`src/rtl/frame_writer_pkg.sv`:
```
// Shared types and constants for the frame writer: FSM states, pattern selects, bar colours.
// Latency: n/a (package).
// Backpressure: n/a (package).
package frame_writer_pkg;

    typedef enum logic [2:0] {
        ST_IDLE     = 3'd0,
        ST_KICK     = 3'd1,
        ST_WAIT_RDY = 3'd2,
        ST_WRITE    = 3'd3,
        ST_GAP      = 3'd4
    } fw_state_e;

    localparam logic [1:0] PAT_BARS  = 2'd0;
    localparam logic [1:0] PAT_GRAD  = 2'd1;
    localparam logic [1:0] PAT_CHECK = 2'd2;
    localparam logic [1:0] PAT_SOLID = 2'd3;

    localparam logic [15:0] COL_WHITE   = 16'hFFFF;
    localparam logic [15:0] COL_YELLOW  = 16'hFFE0;
    localparam logic [15:0] COL_CYAN    = 16'h07FF;
    localparam logic [15:0] COL_GREEN   = 16'h07E0;
    localparam logic [15:0] COL_MAGENTA = 16'hF81F;
    localparam logic [15:0] COL_RED     = 16'hF800;
    localparam logic [15:0] COL_BLUE    = 16'h001F;
    localparam logic [15:0] COL_BLACK   = 16'h0000;

    // Bar index 0..7 runs left to right across the line.
    function automatic logic [15:0] bar_color(input logic [2:0] idx);
        logic [15:0] c;
        case (idx)
            3'd0:    c = COL_WHITE;
            3'd1:    c = COL_YELLOW;
            3'd2:    c = COL_CYAN;
            3'd3:    c = COL_GREEN;
            3'd4:    c = COL_MAGENTA;
            3'd5:    c = COL_RED;
            3'd6:    c = COL_BLUE;
            default: c = COL_BLACK;
        endcase
        return c;
    endfunction

endpackage

```
`src/rtl/frame_writer_pattern_gen.sv`:
```
// Combinational RGB565 test-pattern generator from pixel coordinates.
// Latency: zero cycles (pure combinational).
// Backpressure: none; output simply follows x/y/sel/solid.
module pattern_gen
    import frame_writer_pkg::*;
#(
    parameter int H_ACTIVE = 1024,
    parameter int XW       = 10,
    parameter int YW       = 10
) (
    input  logic [XW-1:0] x,
    input  logic [YW-1:0] y,
    input  logic [1:0]    sel,
    input  logic [15:0]   solid,
    output logic [15:0]   rgb565
);

    localparam int BAR_W = H_ACTIVE / 8;

    logic [31:0] xe;
    logic [31:0] ye;
    logic [4:0]  grad_rb;
    logic [5:0]  grad_g;
    logic        check_bit;
    logic [2:0]  bar_idx;

    // Zero-extend coordinates so bit picks above the coordinate width read as 0 on small frames.
    always_comb begin
        xe        = 32'(x);
        ye        = 32'(y);
        grad_rb   = 5'(xe >> 5);
        grad_g    = 6'(xe >> 4);
        check_bit = 1'((xe >> 5) ^ (ye >> 5));
        bar_idx   = 3'(xe / BAR_W);
    end

    // Pattern select.
    always_comb begin
        rgb565 = 16'h0000;
        case (sel)
            PAT_BARS:  rgb565 = bar_color(bar_idx);
            PAT_GRAD:  rgb565 = {grad_rb, grad_g, grad_rb};
            PAT_CHECK: rgb565 = check_bit ? 16'hFFFF : 16'h0000;
            default:   rgb565 = solid;
        endcase
    end

endmodule

```
`src/rtl/frame_writer.sv`:
```
// Frame source: kicks the SDRAM write arbiter, then streams one RGB565 test-pattern frame (macro FRAME_WRITER_SCROLL_EN adds scrolling).
// Latency: first word TOGGLE_HOLD+1 cycles after kickoff once mem_rdy_to_wr is high; mem_wr_req/mem_din are combinational.
// Backpressure: mem_wr_req follows mem_rdy_to_wr in the same cycle; x/y hold while it is low.
module frame_writer
    import frame_writer_pkg::*;
#(
    parameter int H_ACTIVE    = 1024,
    parameter int V_ACTIVE    = 768,
    parameter int TOGGLE_HOLD = 8,
    parameter int GAP_CYCLES  = 64
) (
    input  logic        clk,
    input  logic        rst_n,
    input  logic        start,
    input  logic [1:0]  pattern_sel,
    input  logic [15:0] solid_color,
    input  logic        mem_rdy,
    input  logic        mem_rdy_to_wr,
    output logic        mem_toggle,
    output logic        mem_wr_req,
    output logic [15:0] mem_din,
    output logic        busy,
    output logic        frame_done,
    output logic [7:0]  frame_cnt
);

    localparam int XW = $clog2(H_ACTIVE);
    localparam int YW = $clog2(V_ACTIVE);
    // The gap also serves as the toggle-low hold, so it never runs shorter than TOGGLE_HOLD.
    localparam int GAP_LEN = (GAP_CYCLES > TOGGLE_HOLD) ? GAP_CYCLES : TOGGLE_HOLD;
    localparam int CW      = $clog2(GAP_LEN + 1);
    localparam logic [XW-1:0] X_LAST   = XW'(H_ACTIVE - 1);
    localparam logic [YW-1:0] Y_LAST   = YW'(V_ACTIVE - 1);
    localparam logic [CW-1:0] KICK_END = CW'(TOGGLE_HOLD - 1);
    localparam logic [CW-1:0] GAP_END  = CW'(GAP_LEN - 1);

    fw_state_e      state_q, state_d;
    logic [XW-1:0]  x_q, x_d;
    logic [YW-1:0]  y_q, y_d;
    logic [CW-1:0]  cnt_q, cnt_d;
    logic [1:0]     sel_q, sel_d;
    logic [15:0]    solid_q, solid_d;
    logic           frame_done_q, frame_done_d;
    logic           accept;
    logic [XW-1:0]  x_eff;
    logic [15:0]    pix;

    assign accept     = (state_q == ST_WRITE) && mem_rdy_to_wr;
    assign mem_wr_req = accept;
    assign mem_toggle = (state_q == ST_KICK);
    assign busy       = (state_q != ST_IDLE);
    assign frame_done = frame_done_q;
    // Gate the word outside WRITE so idle/reset present an all-zero bus.
    assign mem_din    = (state_q == ST_WRITE) ? pix : 16'h0000;

    // Next-state, pixel counters and pattern latch.
    always_comb begin
        state_d      = state_q;
        x_d          = x_q;
        y_d          = y_q;
        cnt_d        = cnt_q;
        sel_d        = sel_q;
        solid_d      = solid_q;
        frame_done_d = 1'b0;
        case (state_q)
            ST_IDLE: begin
                if (start && mem_rdy) begin
                    state_d = ST_KICK;
                    sel_d   = pattern_sel;
                    solid_d = solid_color;
                    x_d     = '0;
                    y_d     = '0;
                    cnt_d   = '0;
                end
            end
            ST_KICK: begin
                if (cnt_q == KICK_END) begin
                    state_d = ST_WAIT_RDY;
                    cnt_d   = '0;
                end else begin
                    cnt_d = cnt_q + CW'(1);
                end
            end
            ST_WAIT_RDY: begin
                if (mem_rdy_to_wr) begin
                    state_d = ST_WRITE;
                end
            end
            ST_WRITE: begin
                if (accept) begin
                    if (x_q == X_LAST) begin
                        x_d = '0;
                        if (y_q == Y_LAST) begin
                            y_d          = '0;
                            frame_done_d = 1'b1;
                            cnt_d        = '0;
                            state_d      = ST_GAP;
                        end else begin
                            y_d = y_q + YW'(1);
                        end
                    end else begin
                        x_d = x_q + XW'(1);
                    end
                end
            end
            ST_GAP: begin
                if (cnt_q == GAP_END) begin
                    cnt_d = '0;
                    if (start && mem_rdy) begin
                        state_d = ST_KICK;
                        sel_d   = pattern_sel;
                        solid_d = solid_color;
                    end else begin
                        state_d = ST_IDLE;
                    end
                end else begin
                    cnt_d = cnt_q + CW'(1);
                end
            end
            default: begin
                state_d = ST_IDLE;
            end
        endcase
    end

    // State and datapath registers.
    always_ff @(posedge clk or negedge rst_n) begin
        if (!rst_n) begin
            state_q      <= ST_IDLE;
            x_q          <= '0;
            y_q          <= '0;
            cnt_q        <= '0;
            sel_q        <= PAT_BARS;
            solid_q      <= 16'h0000;
            frame_done_q <= 1'b0;
        end else begin
            state_q      <= state_d;
            x_q          <= x_d;
            y_q          <= y_d;
            cnt_q        <= cnt_d;
            sel_q        <= sel_d;
            solid_q      <= solid_d;
            frame_done_q <= frame_done_d;
        end
    end

`ifdef FRAME_WRITER_SCROLL_EN
    logic [7:0] frame_cnt_q, frame_cnt_d;

    // Completed-frame counter; bumps with the frame_done pulse and wraps at 256.
    always_comb begin
        frame_cnt_d = frame_cnt_q;
        if (frame_done_d) begin
            frame_cnt_d = frame_cnt_q + 8'd1;
        end
    end

    // Frame counter register.
    always_ff @(posedge clk or negedge rst_n) begin
        if (!rst_n) begin
            frame_cnt_q <= 8'd0;
        end else begin
            frame_cnt_q <= frame_cnt_d;
        end
    end

    assign frame_cnt = frame_cnt_q;
    // Shift the image one pixel per completed frame, wrapping within the line.
    assign x_eff     = x_q + XW'(frame_cnt_q);
`else
    assign frame_cnt = 8'd0;
    assign x_eff     = x_q;
`endif

    pattern_gen #(
        .H_ACTIVE (H_ACTIVE),
        .XW       (XW),
        .YW       (YW)
    ) u_pattern_gen (
        .x      (x_eff),
        .y      (y_q),
        .sel    (sel_q),
        .solid  (solid_q),
        .rgb565 (pix)
    );

endmodule

```
`config.mk`:
```
export PLATFORM = sky130hd
export DESIGN_NAME = frame_writer
export DESIGN_NICKNAME = d
export VERILOG_FILES = /design/src/rtl/frame_writer_pkg.sv /design/src/rtl/frame_writer_pattern_gen.sv /design/src/rtl/frame_writer.sv
export SDC_FILE = /design/constraint.sdc
export NUM_CORES = 1
export LEC_CHECK = 0
export ABC_AREA = 0
export BUFFER_PORTS_ARGS = -buffer_cell sky130_fd_sc_hd__buf_2
export CORE_MARGIN = 4
export CORE_UTILIZATION = 30
export CTS_BUF_LIST = sky130_fd_sc_hd__clkbuf_8
export CTS_CLUSTER_DIAMETER = 120
export CTS_CLUSTER_SIZE = 14
export DETAILED_ROUTE_END_ITERATION = 8
export GPL_TIMING_DRIVEN = 0
export PLACE_DENSITY = 0.56
export SYNTH_ARGS = -nofsm -noshare
export SYNTH_HDL_FRONTEND = slang
export SYNTH_SLANG_ARGS = --single-unit
```
`constraint.sdc`:
```
create_clock -name clk -period 3.3 [get_ports clk]
set_clock_uncertainty 0.15 [all_clocks]
set_input_delay 0.66 -clock clk [delete_from_list [all_inputs] [get_ports clk]]
set_output_delay 0.66 -clock clk [all_outputs]
set_load 0.02 [all_outputs]
```
---- Word level (Yosys, flattened, before mapping) ----
Cells that the tools add are included.
Widths: inputs -> output; s select.
operators by class
  bitwise logic cells ..................... 1
  add/sub/neg operators ................... 3
  mux-type cells .......................... 38
  reductions and logical operators ........ 14
  equality and inequality tests ........... 23
operators by type and width
  cell                   count
  $pmux 16 s7            1
  $mux 16                4
  $mux 10                6
  $pmux 16 s3            1
  $mux 7                 6
  $pmux 10 s2            2
  $pmux 16 s2            1
  $pmux 7 s4             1
  $mux 3                 7
  $add 10x1->10 const B  2
  $eq 10x10->1 const B   2
  $pmux 3 s5             1
  $eq 3x2->1 const B     4
  $eq 3x3->1 const B     4
  $ne 2x2->1 const B     4
  $add 7x1->7 const B    1
  $eq 7x3->1 const B     1
  $eq 7x6->1 const B     1
  $reduce_and 7->1       1
  $eq 3x1->1 const B     2
  $logic_not 3->1        2
  $ne 2x1->1 const B     3
  $mux 1                 5
  $reduce_and 5->1       1
  other kinds (13)       16
word-level totals
  register bits ........................... 49
  bits of input ports ..................... 23
  word-level logic and storage cells ...... 86

---- Logic depth before layout (Yosys ltp) ----
Gate-level depths: netlist of run 1.
  word-level depth ........................ 5
  mapped depth ............................ 7

---- By module ----
From an unflattened synthesis of run 1, not the netlist that was laid out.
unflattened totals
  cells, all modules ...................... 330
  area, all modules ....................... 3047.9 um^2
modules (own cells, without submodules)
  module        cells each  area each (um^2)  seq. area each (um^2)  times used
  frame_writer  267         2663.8            1226.2                 1
  pattern_gen   63          384.1             0.0                    1

---- Least setup slack after synthesis of run 1 ----
Ideal clock, no wire load.
  path type ............................... register -> output
  start point ............................. reg sel_q[0]
  end point ............................... out mem_din[5]
  setup slack ............................. 0.699 ns
  stages on the path, launching flop included .. 6
  data required time ...................... 2.490 ns
  arrival ................................. 1.791 ns
  buffers on the path ..................... 2
  path through ............................ dfrtp_1 > inv_1 > clkbuf_1 > nand3_1 > clkbuf_1 > a221oi_1
on the way
  longest elaborated chain between the ends .. 3
  elaborated cells between the ends (all ways) .. 5
RTL lines
  element                             line                            RTL
  start, declared                     frame_writer.sv:41              logic [1:0] sel_q, sel_d;
  start signal, assigned              frame_writer.sv:141             sel_q <= sel_d;
  $eq 2x2->1 (tied with other cells)  frame_writer_pattern_gen.sv:40  case (sel)
  $pmux 16 s3 (*)                     frame_writer_pattern_gen.sv:40
  $mux 16 (*)                         frame_writer.sv:54              assign mem_din = (state_q == ST_WRITE) ? pix : 16'h0000;
  end, declared                       frame_writer.sv:21              output logic [15:0] mem_din,
Mark *: on every way between the ends. The rest lies on a longest branch, timed or not.

---- Final worst setup path of run 1 ----
Same ends and word-level chain as after synthesis.

==> results by group, run 1 <==
Detailed routing
  – Vias per cell: 5.018
  – DRT met1 WL: 3.360 mm
  – Detailed router's first-iteration violation count: 121
  – WL/cell: 14.05 um
  – Met3 WL: 203 um
  – Drt drc: 0
  – Routed wire length on met2: 3.493 mm
  – Wirelength, routed: 7.152 mm
  – Top sig layer: met4
  – Via count: 2,554
  – Drt pass-1 iters: 4
  – Final ANT Viol Nets: 0

CTS
  – Root Buffer: clkbuf_8
  – CTS H-tree depth: 2
  – Clock slew at reported path FFs: 100 ps
  – Setup Buffers After CTS: 0
  – Longest Clk Path Bufs: 2
  – Cts hold-fix bufs: 0
  – CTS Sinks: 49
  – CTS Buf Count: 5
  – CTS tree: done
  – Worst-Skew Late Latency: 310 ps

Worst setup path
  – CP Cell Sequence: inv_1 -> clkbuf_1 -> nand3_1 -> clkbuf_1 -> a221oi_1 -> buf_2
  – Crit Path Class: reg -> out
  – Critical path's slowest cell: dfrtp_1
  – WP data arrival: 2230 ps
  – CP max stage delay: 440 ps
  – Buf+Inv Stages, Crit Path: 4
  – CP startpoint kind: register
  – Crit. End Element: output port
  – WP data required: 2490 ps
  – Crit path max fanout: 10
  – CP delay by family, top: buffers and inverters
  – Critical Path Most Common Cell: clkbuf_1

Placement
  – Hpwl dp: 5.145 mm
  – Setup WS pre-CTS: 534.2 ps
  – IO Port Bufs: 42
  – Gpl congestion: 0.8174
  – DP Area: 0.003349 mm2

Logic synthesis
  – #FFs+latches synth: 49
  – Post-synth ARST share: 100.0%
  – Synth area leader: dfrtp_1
  – Synth top area cells: dfrtp_1, mux2_2, a21oi_1
  – Cells after Synth: 323
  – Syn avg cell area: 9.138 um2
  – Cell variety after synth: 51
  – Synth top area share: 41.54%
  – EDFF count, synth: 0
  – Primary FF master, synth: dfrtp_1
  – Synth warnings: 0
  – Synthesized area: 0.002952 mm2
  – Sequential-to-total area share from yosys stat: 41.54%

Global routing
  – Total GRT Usage: 13.13%
  – First-pass GRT wire length: 12.48 mm
  – Antenna violations before repair: 0
  – Number of global-route vias before repair: 2,562
  – Largest net degree at the start of global routing: 50
  – Grt ovf: 0

STA
  – Fin crit share: 92.10%
  – Slew margin rel.: 19.30%
  – Worst-margin pin slew: 1195 ps
  – RSZ-0062 raised after global routing: no
  – Final Critical Period: 3039 ps
  – PnR worst setup slack: 260.7 ps
  – Fmax achieved: 329.0 MHz
  – Setup TNS: 0 ps
  – Max-slew violations: 0
  – Final setup violation count: 0
  – Final Hold Vio Count: 0

Cells and area
  – Final Cell Area: 0.003463 mm2
  – Commonest cells after routing, fill and taps aside: dfrtp_1, buf_2, a21oi_1
  – Nets@finish: 405
  – Post-layout util: 36.78%
  – Ratio of cells with drive above 1 in the final layout: 23.68%
  – Sequential standard cell area: 0.001226 mm2
  – N_diodes: 0
  – Fillers: 954
  – Area Growth Syn to Fin: 17.34%
  – Commonest non-fill, non-tap cell in the layout: dfrtp_1
  – Multi-input gate area: 0.001600 mm2

Floorplanning
  – Die Footprint: 0.01149 mm2
  – Width of the die: 107.2 um
  – Ports: 51
  – Die Height: 107.2 um
  – Initial Util: 31.35%
  – Total core area: 0.009415 mm2
  – # rows: 35

Worst hold path
  – Min-delay worst type: reg -> reg

Status
  – Status: finished clean

Run
  – Max_cap viols: 0

Power and ir drop
  – Max IR drop VDD: 0.1672 mV
  – Pleak: 1.584 nW
  – Power Total: 2.671 mW
  – Power Dens Cells: 771.1 mW/mm2
## stage by stage
stage | hold slack, ps | instances
global route | 379.4 | 509
detailed placement | 342.8 | 501
finish | 368.1 | 509
floorplan | 214.4 | 330
CTS | 365.6 | 509
global placement | 336.1 | 501
## area by class of cell
class / count / share of cell area (%)
Sequential cell: 49 / 35.40
Clock buffer: 5 / 1.987
Clock inverter: 3 / 1.228
Inverter: 7 / 0.7587
Buffer: 25 / 3.685
Multi-Input combinational cell: 249 / 46.21
Timing Repair Buffer: 42 / 6.069
Tap cell: 129 / 4.660
## per-layer routing
layer	global-route usage (%)	vias to the layer above
li1	-	1269
met3	1.806	7
met2	21.76	38
met5	0	-
met1	17.65	1240
met4	4.201	0
## cells by family after synthesis
logic type | synth area share [%]
AND/OR/NAND/NOR | 20.43
adder cells (fa/ha/maj) | 1.272
AO/OA/AOI/OAI | 18.65
buffers and inverters | 5.214
multiplexers | 10.39
other | 0.1271
flip-flops | 41.54
XOR/XNOR | 2.374
## report_power, final
group	internal (mW)	leakage, nW	switching (mW)	total [mW]
clock network	0.225	0.0595	0.221	0.446
registers	0.781	0.632	0.152	0.933
logic	0.519	0.893	0.772	1.29
## synthesized netlist by cell type, types with 2 or more instances
library cell	n
a21o_1	3
a21oi_1	35
a221o_1	2
a221oi_1	7
a22o_1	2
a31oi_1	3
and2_1	2
and3_1	4
buf_2	2
buf_4	8
clkbuf_1	13
dfrtp_1	49
ha_1	3
inv_1	7
mux2_2	21
mux2i_1	7
nand2_1	25
nand2b_1	6
nand3_1	15
nand3b_1	2
nand4_1	4
nor2_1	24
nor2b_1	7
nor3_1	7
nor4_1	2
o21ai_0	19
o21bai_1	2
o31ai_1	5
o41ai_1	3
or2_2	4
or3_1	4
xnor2_1	6
xor2_1	2
## registers in the layout, summed over array words and instances, names as in the netlist
| signal | cells |
|---|---|
| cnt_q | 7 |
| frame_done | 1 |
| sel_q | 2 |
| solid_q | 16 |
| state_q | 3 |
| x_eff | 10 |
| y_q | 10 |
## final timing paths
path                       slack [ps]  cells after the start         end       start
max                               260                      6  mem_din[5]    sel_q[0]
min                               370                      1  solid_q[5]  solid_q[5]
min reg2reg                       370                      1  solid_q[5]  solid_q[5]
max in group asynchronous        1880                      1  frame_done       rst_n
min in group asynchronous         410                      1  solid_q[9]       rst_n
max reg2reg                       740                      6    cnt_q[4]    x_eff[9]
## timing repair
item                                   4_1_cts  5_1_grt
resized for setup                            0        1
endpoints found under the hold margin        0        0
setup endpoints to repair                    0        1
No activity file was read; power rests on OpenSTA's default activity.
==> run 2: changes to the inputs <==
--- a/config.mk
+++ b/config.mk
@@ -14,7 +14,8 @@
 export CTS_CLUSTER_SIZE = 14
 export DETAILED_ROUTE_END_ITERATION = 8
 export GPL_TIMING_DRIVEN = 0
-export PLACE_DENSITY = 0.56
+export PLACE_DENSITY = 0.45
 export SYNTH_ARGS = -nofsm -noshare
 export SYNTH_HDL_FRONTEND = slang
 export SYNTH_SLANG_ARGS = --single-unit
+export TNS_END_PERCENT = 50
==> run 2 against run 1 <==
- sequential cell count is the same
- wire length rose by 4.5%
- largest power group unchanged
- die area is the same
- non-clock buffer count stayed put
- worst setup slack worse by 49 ps
- final area increased by 0.14%
==> results by group, run 2 (same netlist as run 1, synthesis figures left out) <==
Status
  – Status: finished clean (unchanged)

Floorplanning
  – # rows: 35 (unchanged)
  – Total core area: 0.009415 mm2 (unchanged)
  – Ports: 51 (unchanged)
  – Die Height: 107.2 um (unchanged)
  – Die Footprint: 0.01149 mm2 (unchanged)
  – Width of the die: 107.2 um (unchanged)
  – Initial Util: 31.35% (unchanged)

Global routing
  – Largest net degree at the start of global routing: 50 (unchanged)
  – Total GRT Usage: 13.38% (was 13.13%)
  – Met3 global-route usage: 2.288% (was 1.806%)
  – Number of global-route vias before repair: 2,567 (was 2,562)
  – First-pass GRT wire length: 12.41 mm (was 12.48 mm)
  – Antenna violations before repair: 0 (unchanged)
  – Grt ovf: 0 (unchanged)
  – GRT Max-Usage Layer: met2 (unchanged)
  – Met2 GRT Util: 21.09% (was 21.76%)
  – GRT met1 Usage: 18.78% (was 17.65%)

Worst setup path
  – WP data arrival: 2280 ps (was 2230 ps)
  – Crit Path Class: reg -> out (unchanged)
  – Crit path max fanout: 10 (unchanged)
  – WP data required: 2490 ps (about the same)
  – CP startpoint kind: register (unchanged)
  – Crit. End Element: output port (unchanged)

Detailed routing
  – Drt pass-1 iters: 4 (unchanged)
  – Drt drc: 0 (unchanged)
  – Wirelength, routed: 7.471 mm (was 7.152 mm)
  – Vias per cell: 4.994 (was 5.018)
  – Detailed router's first-iteration violation count: 114 (was 121)
  – Via count: 2,542 (was 2,554)
  – WL/cell: 14.68 um (was 14.05 um)
  – Final ANT Viol Nets: 0 (unchanged)

CTS
  – CTS Sinks: 49 (unchanged)
  – Longest Clk Path Bufs: 2 (unchanged)
  – Cts hold-fix bufs: 0 (unchanged)
  – Setup Buffers After CTS: 0 (unchanged)
  – CTS tree: done (unchanged)
  – Root Buffer: clkbuf_8 (unchanged)
  – Worst-Skew Late Latency: 300 ps (was 310 ps)
  – CTS H-tree depth: 2 (unchanged)
  – CTS Buf Count: 5 (unchanged)
  – Clock slew at reported path FFs: 100 ps (about the same)

Placement
  – Gpl congestion: 0.7501 (was 0.8174)
  – Hpwl dp: 5.444 mm (was 5.145 mm)
  – IO Port Bufs: 42 (unchanged)
  – Placed Cells: 501 (unchanged)

STA
  – Max-slew violations: 0 (unchanged)
  – Worst-margin pin slew: 1171 ps (was 1195 ps)
  – Slew margin rel.: 20.94% (was 19.30%)
  – Fmax achieved: 323.9 MHz (was 329.0 MHz)
  – Fin crit share: 93.57% (was 92.10%)
  – Final Critical Period: 3088 ps (was 3039 ps)
  – Final setup violation count: 0 (unchanged)
  – Setup TNS: 0 ps (unchanged)
  – RSZ-0062 raised after global routing: no (unchanged)
  – Final Hold Vio Count: 0 (unchanged)

Cells and area
  – Cell Count, Final, Fillers Out: 509 (unchanged)
  – Area Growth Syn to Fin: 17.51% (was 17.34%)
  – Commonest non-fill, non-tap cell in the layout: dfrtp_1 (unchanged)
  – Max FFs per register: 16 (unchanged)
  – Ratio of cells with drive above 1 in the final layout: 23.68% (unchanged)
  – Commonest cells after routing, fill and taps aside: dfrtp_1, buf_2, a21oi_1 (unchanged)
  – Post-layout util: 36.84% (was 36.78%)
  – N_diodes: 0 (unchanged)
  – Nets@finish: 405 (unchanged)
  – Biggest register: solid_q (unchanged)

Power and ir drop
  – Power Dens Cells: 775.0 mW/mm2 (was 771.1 mW/mm2)
  – Max IR drop VDD: 0.2515 mV (was 0.1672 mV)
  – Pleak: 1.587 nW (was 1.584 nW)

Run
  – Max_cap viols: 0 (unchanged)

Worst hold path
  – Min-delay worst type: reg -> reg (unchanged)
run 2: final timing paths:
check	startpoint	to	slack (ps)	cells after the start
setup reg to reg	x_eff[9]	cnt_q[4]	690	6
min in group asynchronous	rst_n	cnt_q[5]	420	1
max in group asynchronous	rst_n	solid_q[0]	1880	1
hold reg to reg	solid_q[0]	solid_q[0]	360	1
hold / removal	solid_q[0]	solid_q[0]	360	1
setup / recovery	state_q[1]	mem_din[14]	210	5
run 2: final cells by class:
| cell class | instances | area [um2] |
|---|---|---|
| plain buffers | 25 | 127.6 |
| repair buffers | 42 | 210.2 |
| clock buffers | 6 | 82.58 |
| clock inverters | 2 | 33.78 |
| fillers | 979 | 5947 |
| inverters | 7 | 26.28 |
| multi-input cells | 249 | 1600 |
| well taps | 129 | 161.4 |
| flip-flops and latches | 49 | 1226 |
run 2: through the flow:
step | instance area (um2) | hold slack [ps] | setup WS, ps | total power, mW
after floorplan | 2978 | 214.4 | 698.6 | 1.864
final | 3468 | 357.9 | 212.2 | 2.688
after global routing | 3468 | 375.5 | 12.58 | 2.906
after global placement | 3349 | 335.3 | 401.7 | 2.241
after CTS | 3466 | 362.8 | 50.72 | 2.721
after detailed placement | 3349 | 341.4 | 412.8 | 2.254
run 2: routing by layer:
metal | vias up | wire [um]
li1 | 1269 | -
met2 | 29 | 3485
met4 | 0 | 82
met5 | - | 0
met1 | 1237 | 3729
met3 | 7 | 174
run 2: repair_timing:
action | in CTS | in global routing
endpoints found under the hold margin | 0 | 0
setup endpoints to repair | 0 | 4
gates resized for setup | 0 | 1
run 2: critical path, stage by stage, from the launching register on:
cell and delay (ps):
dfrtp_1 470, clkbuf_1 390, nand2_2 280, clkbuf_1 300
a221oi_1 300, buf_2 220
run 2: where the power goes:
part           switching, mW  total [mW]  internal [mW]
combinational          0.782        1.30          0.519
sequential             0.147       0.928          0.781
clock                  0.214       0.459          0.245
total                   1.14        2.69           1.54
==> run 3: changes to the inputs <==
--- a/config.mk
+++ b/config.mk
@@ -14,6 +14,7 @@
 export CTS_CLUSTER_SIZE = 14
 export DETAILED_ROUTE_END_ITERATION = 8
 export GPL_TIMING_DRIVEN = 0
+export MAX_ROUTING_LAYER = met4
 export PLACE_DENSITY = 0.45
 export SYNTH_ARGS = -nofsm -noshare
 export SYNTH_HDL_FRONTEND = slang
==> run 3 against run 2 <==
- final cell count unchanged
- combinational power is essentially flat
- clock-buffer cell count unchanged
- largest cell class unchanged
- global-route usage rose by 0.39 points
- critical endpoint unchanged
==> results by group, run 3 (same netlist as run 1, synthesis figures left out) <==
Status
  – Status: finished clean (unchanged)

Worst setup path
  – Critical Path Most Common Cell: clkbuf_1 (unchanged)
  – CP delay by family, top: buffers and inverters (unchanged)
  – CP Cell Sequence: clkbuf_1 -> nand2_2 -> clkbuf_1 -> a221oi_1 -> buf_2 (unchanged)
  – Buf+Inv Stages, Crit Path: 3 (unchanged)
  – Crit. End Element: output port (unchanged)
  – CP startpoint kind: register (unchanged)
  – CP max stage delay: 480 ps (was 470 ps)
  – Critical path's slowest cell: dfrtp_1 (unchanged)
  – Crit path max fanout: 10 (unchanged)
  – WP data arrival: 2290 ps (was 2280 ps)
  – Crit Path Class: reg -> out (unchanged)
  – WP data required: 2490 ps (about the same)

Placement
  – IO Port Bufs: 42 (unchanged)
  – Gpl congestion: 0.7597 (was 0.7501)
  – Hpwl dp: 5.444 mm (unchanged)
  – Placed Cells: 501 (unchanged)

Floorplanning
  – # rows: 35 (unchanged)
  – Total core area: 0.009415 mm2 (unchanged)
  – Width of the die: 107.2 um (unchanged)
  – Initial Util: 31.35% (unchanged)
  – Die Footprint: 0.01149 mm2 (unchanged)
  – Die Height: 107.2 um (unchanged)
  – Ports: 51 (unchanged)

Detailed routing
  – Drt pass-1 iters: 4 (unchanged)
  – Drt drc: 0 (unchanged)
  – Final ANT Viol Nets: 0 (unchanged)
  – Via count: 2,543 (was 2,542)
  – Detailed router's first-iteration violation count: 100 (was 114)
  – Vias per cell: 4.996 (was 4.994)
  – WL/cell: 14.67 um (was 14.68 um)
  – Wirelength, routed: 7.468 mm (was 7.471 mm)

STA
  – Slew margin rel.: 20.94% (unchanged)
  – Final Hold Vio Count: 0 (unchanged)
  – Fmax achieved: 322.1 MHz (was 323.9 MHz)
  – Setup TNS: 0 ps (unchanged)
  – Max-slew violations: 0 (unchanged)
  – Worst-margin pin slew: 1171 ps (unchanged)
  – Fin crit share: 94.07% (was 93.57%)
  – Final setup violation count: 0 (unchanged)
  – RSZ-0062 raised after global routing: no (unchanged)
  – Final Critical Period: 3104 ps (was 3088 ps)

CTS
  – CTS H-tree depth: 2 (unchanged)
  – Worst-Skew Late Latency: 300 ps (about the same)
  – CTS resizes: 0 (unchanged)
  – CTS tree: done (unchanged)
  – Clock slew at reported path FFs: 100 ps (about the same)
  – Longest Clk Path Bufs: 2 (unchanged)
  – CTS Buf Count: 5 (unchanged)
  – Cts hold-fix bufs: 0 (unchanged)
  – CTS Sinks: 49 (unchanged)
  – Root Buffer: clkbuf_8 (unchanged)
  – Setup Buffers After CTS: 0 (unchanged)

Global routing
  – Total GRT Usage: 13.77% (was 13.38%)
  – Number of global-route vias before repair: 2,562 (was 2,567)
  – Largest net degree at the start of global routing: 50 (unchanged)
  – Antenna violations before repair: 0 (unchanged)
  – First-pass GRT wire length: 12.41 mm (about the same)
  – Grt ovf: 0 (unchanged)

Cells and area
  – Fillers: 979 (unchanged)
  – Commonest non-fill, non-tap cell in the layout: dfrtp_1 (unchanged)
  – Area Growth Syn to Fin: 17.51% (unchanged)
  – Ratio of cells with drive above 1 in the final layout: 23.68% (unchanged)
  – Nets@finish: 405 (unchanged)
  – Cell Count, Final, Fillers Out: 509 (unchanged)
  – N_diodes: 0 (unchanged)
  – Biggest register: solid_q (unchanged)
  – Commonest cells after routing, fill and taps aside: dfrtp_1, buf_2, a21oi_1 (unchanged)
  – Max FFs per register: 16 (unchanged)

Power and ir drop
  – Pleak: 1.587 nW (unchanged)
  – Power Total: 2.689 mW (was 2.688 mW)
  – Max IR drop VDD: 0.2505 mV (was 0.2515 mV)
  – Power Dens Cells: 775.2 mW/mm2 (was 775.0 mW/mm2)

Worst hold path
  – Min-delay worst type: reg -> reg (unchanged)

Run
  – Max_cap viols: 0 (unchanged)
[run 3: cell counts in the layout (fill, tap and decap cells not counted)]
No cell type changed its count.
[run 3: power by group]
group	switching, mW	total [mW]	internal, mW
sequential	0.147	0.928	0.781
combinational	0.784	1.30	0.519
clock	0.213	0.457	0.245
total	1.14	2.69	1.54
[run 3: layer usage]
metal	part of all wire (%)	vias to the layer above	GRT usage, %	wire, um
li1	-	1267	-	-
met2	47	33	21.00	3493
met4	1.1	0	3.836	82
met5	0	-	-	0
met1	50	1236	19.00	3721
met3	2.3	7	2.167	172
[run 3: cell type report]
cell class                 instances  area, um2  area share (%)
multi-input combinational        249       1600           46.14
sequential                        49       1226           35.35
timing repair buffer              42      210.2           6.061
tap                              129      161.4           4.654
buffer                            25      127.6           3.680
clock buffer                       6      82.58           2.381
clock inverter                     2      33.78          0.9740
inverter                           7      26.28          0.7576
[run 3: worst register-to-register path, cell delays in order, from the launching register on]
cell,delay (ps)
dfrtp_1,330
clkbuf_1,320
nand3_1,180
nor3_4,350
nand4b_2,250
a221o_1,530
a221o_1,390
[run 3: final timing paths]
kind	slack, ps	cells past startpoint	start	endpoint
min reg2reg	360	1	solid_q[0]	solid_q[0]
max in group asynchronous	1880	1	rst_n	solid_q[0]
max reg2reg	690	6	x_eff[9]	cnt_q[4]
max	200	5	state_q[1]	mem_din[14]
min	360	1	solid_q[0]	solid_q[0]
min in group asynchronous	430	1	rst_n	cnt_q[5]
[run 3: stage by stage]
step / hold WS, ps / area [um2] / utilization, % / setup WS (ps)
2_1_floorplan: 214.4 / 2978 / - / 698.6
6_report: 357.9 / 3468 / 36.84 / 195.8
3_5_place_dp: 341.4 / 3349 / 35.57 / 412.8
3_3_place_gp: 335.3 / 3349 / 35.57 / 401.7
4_1_cts: 362.8 / 3466 / 36.81 / 50.72
5_1_grt: 375.5 / 3468 / 36.84 / 5.565
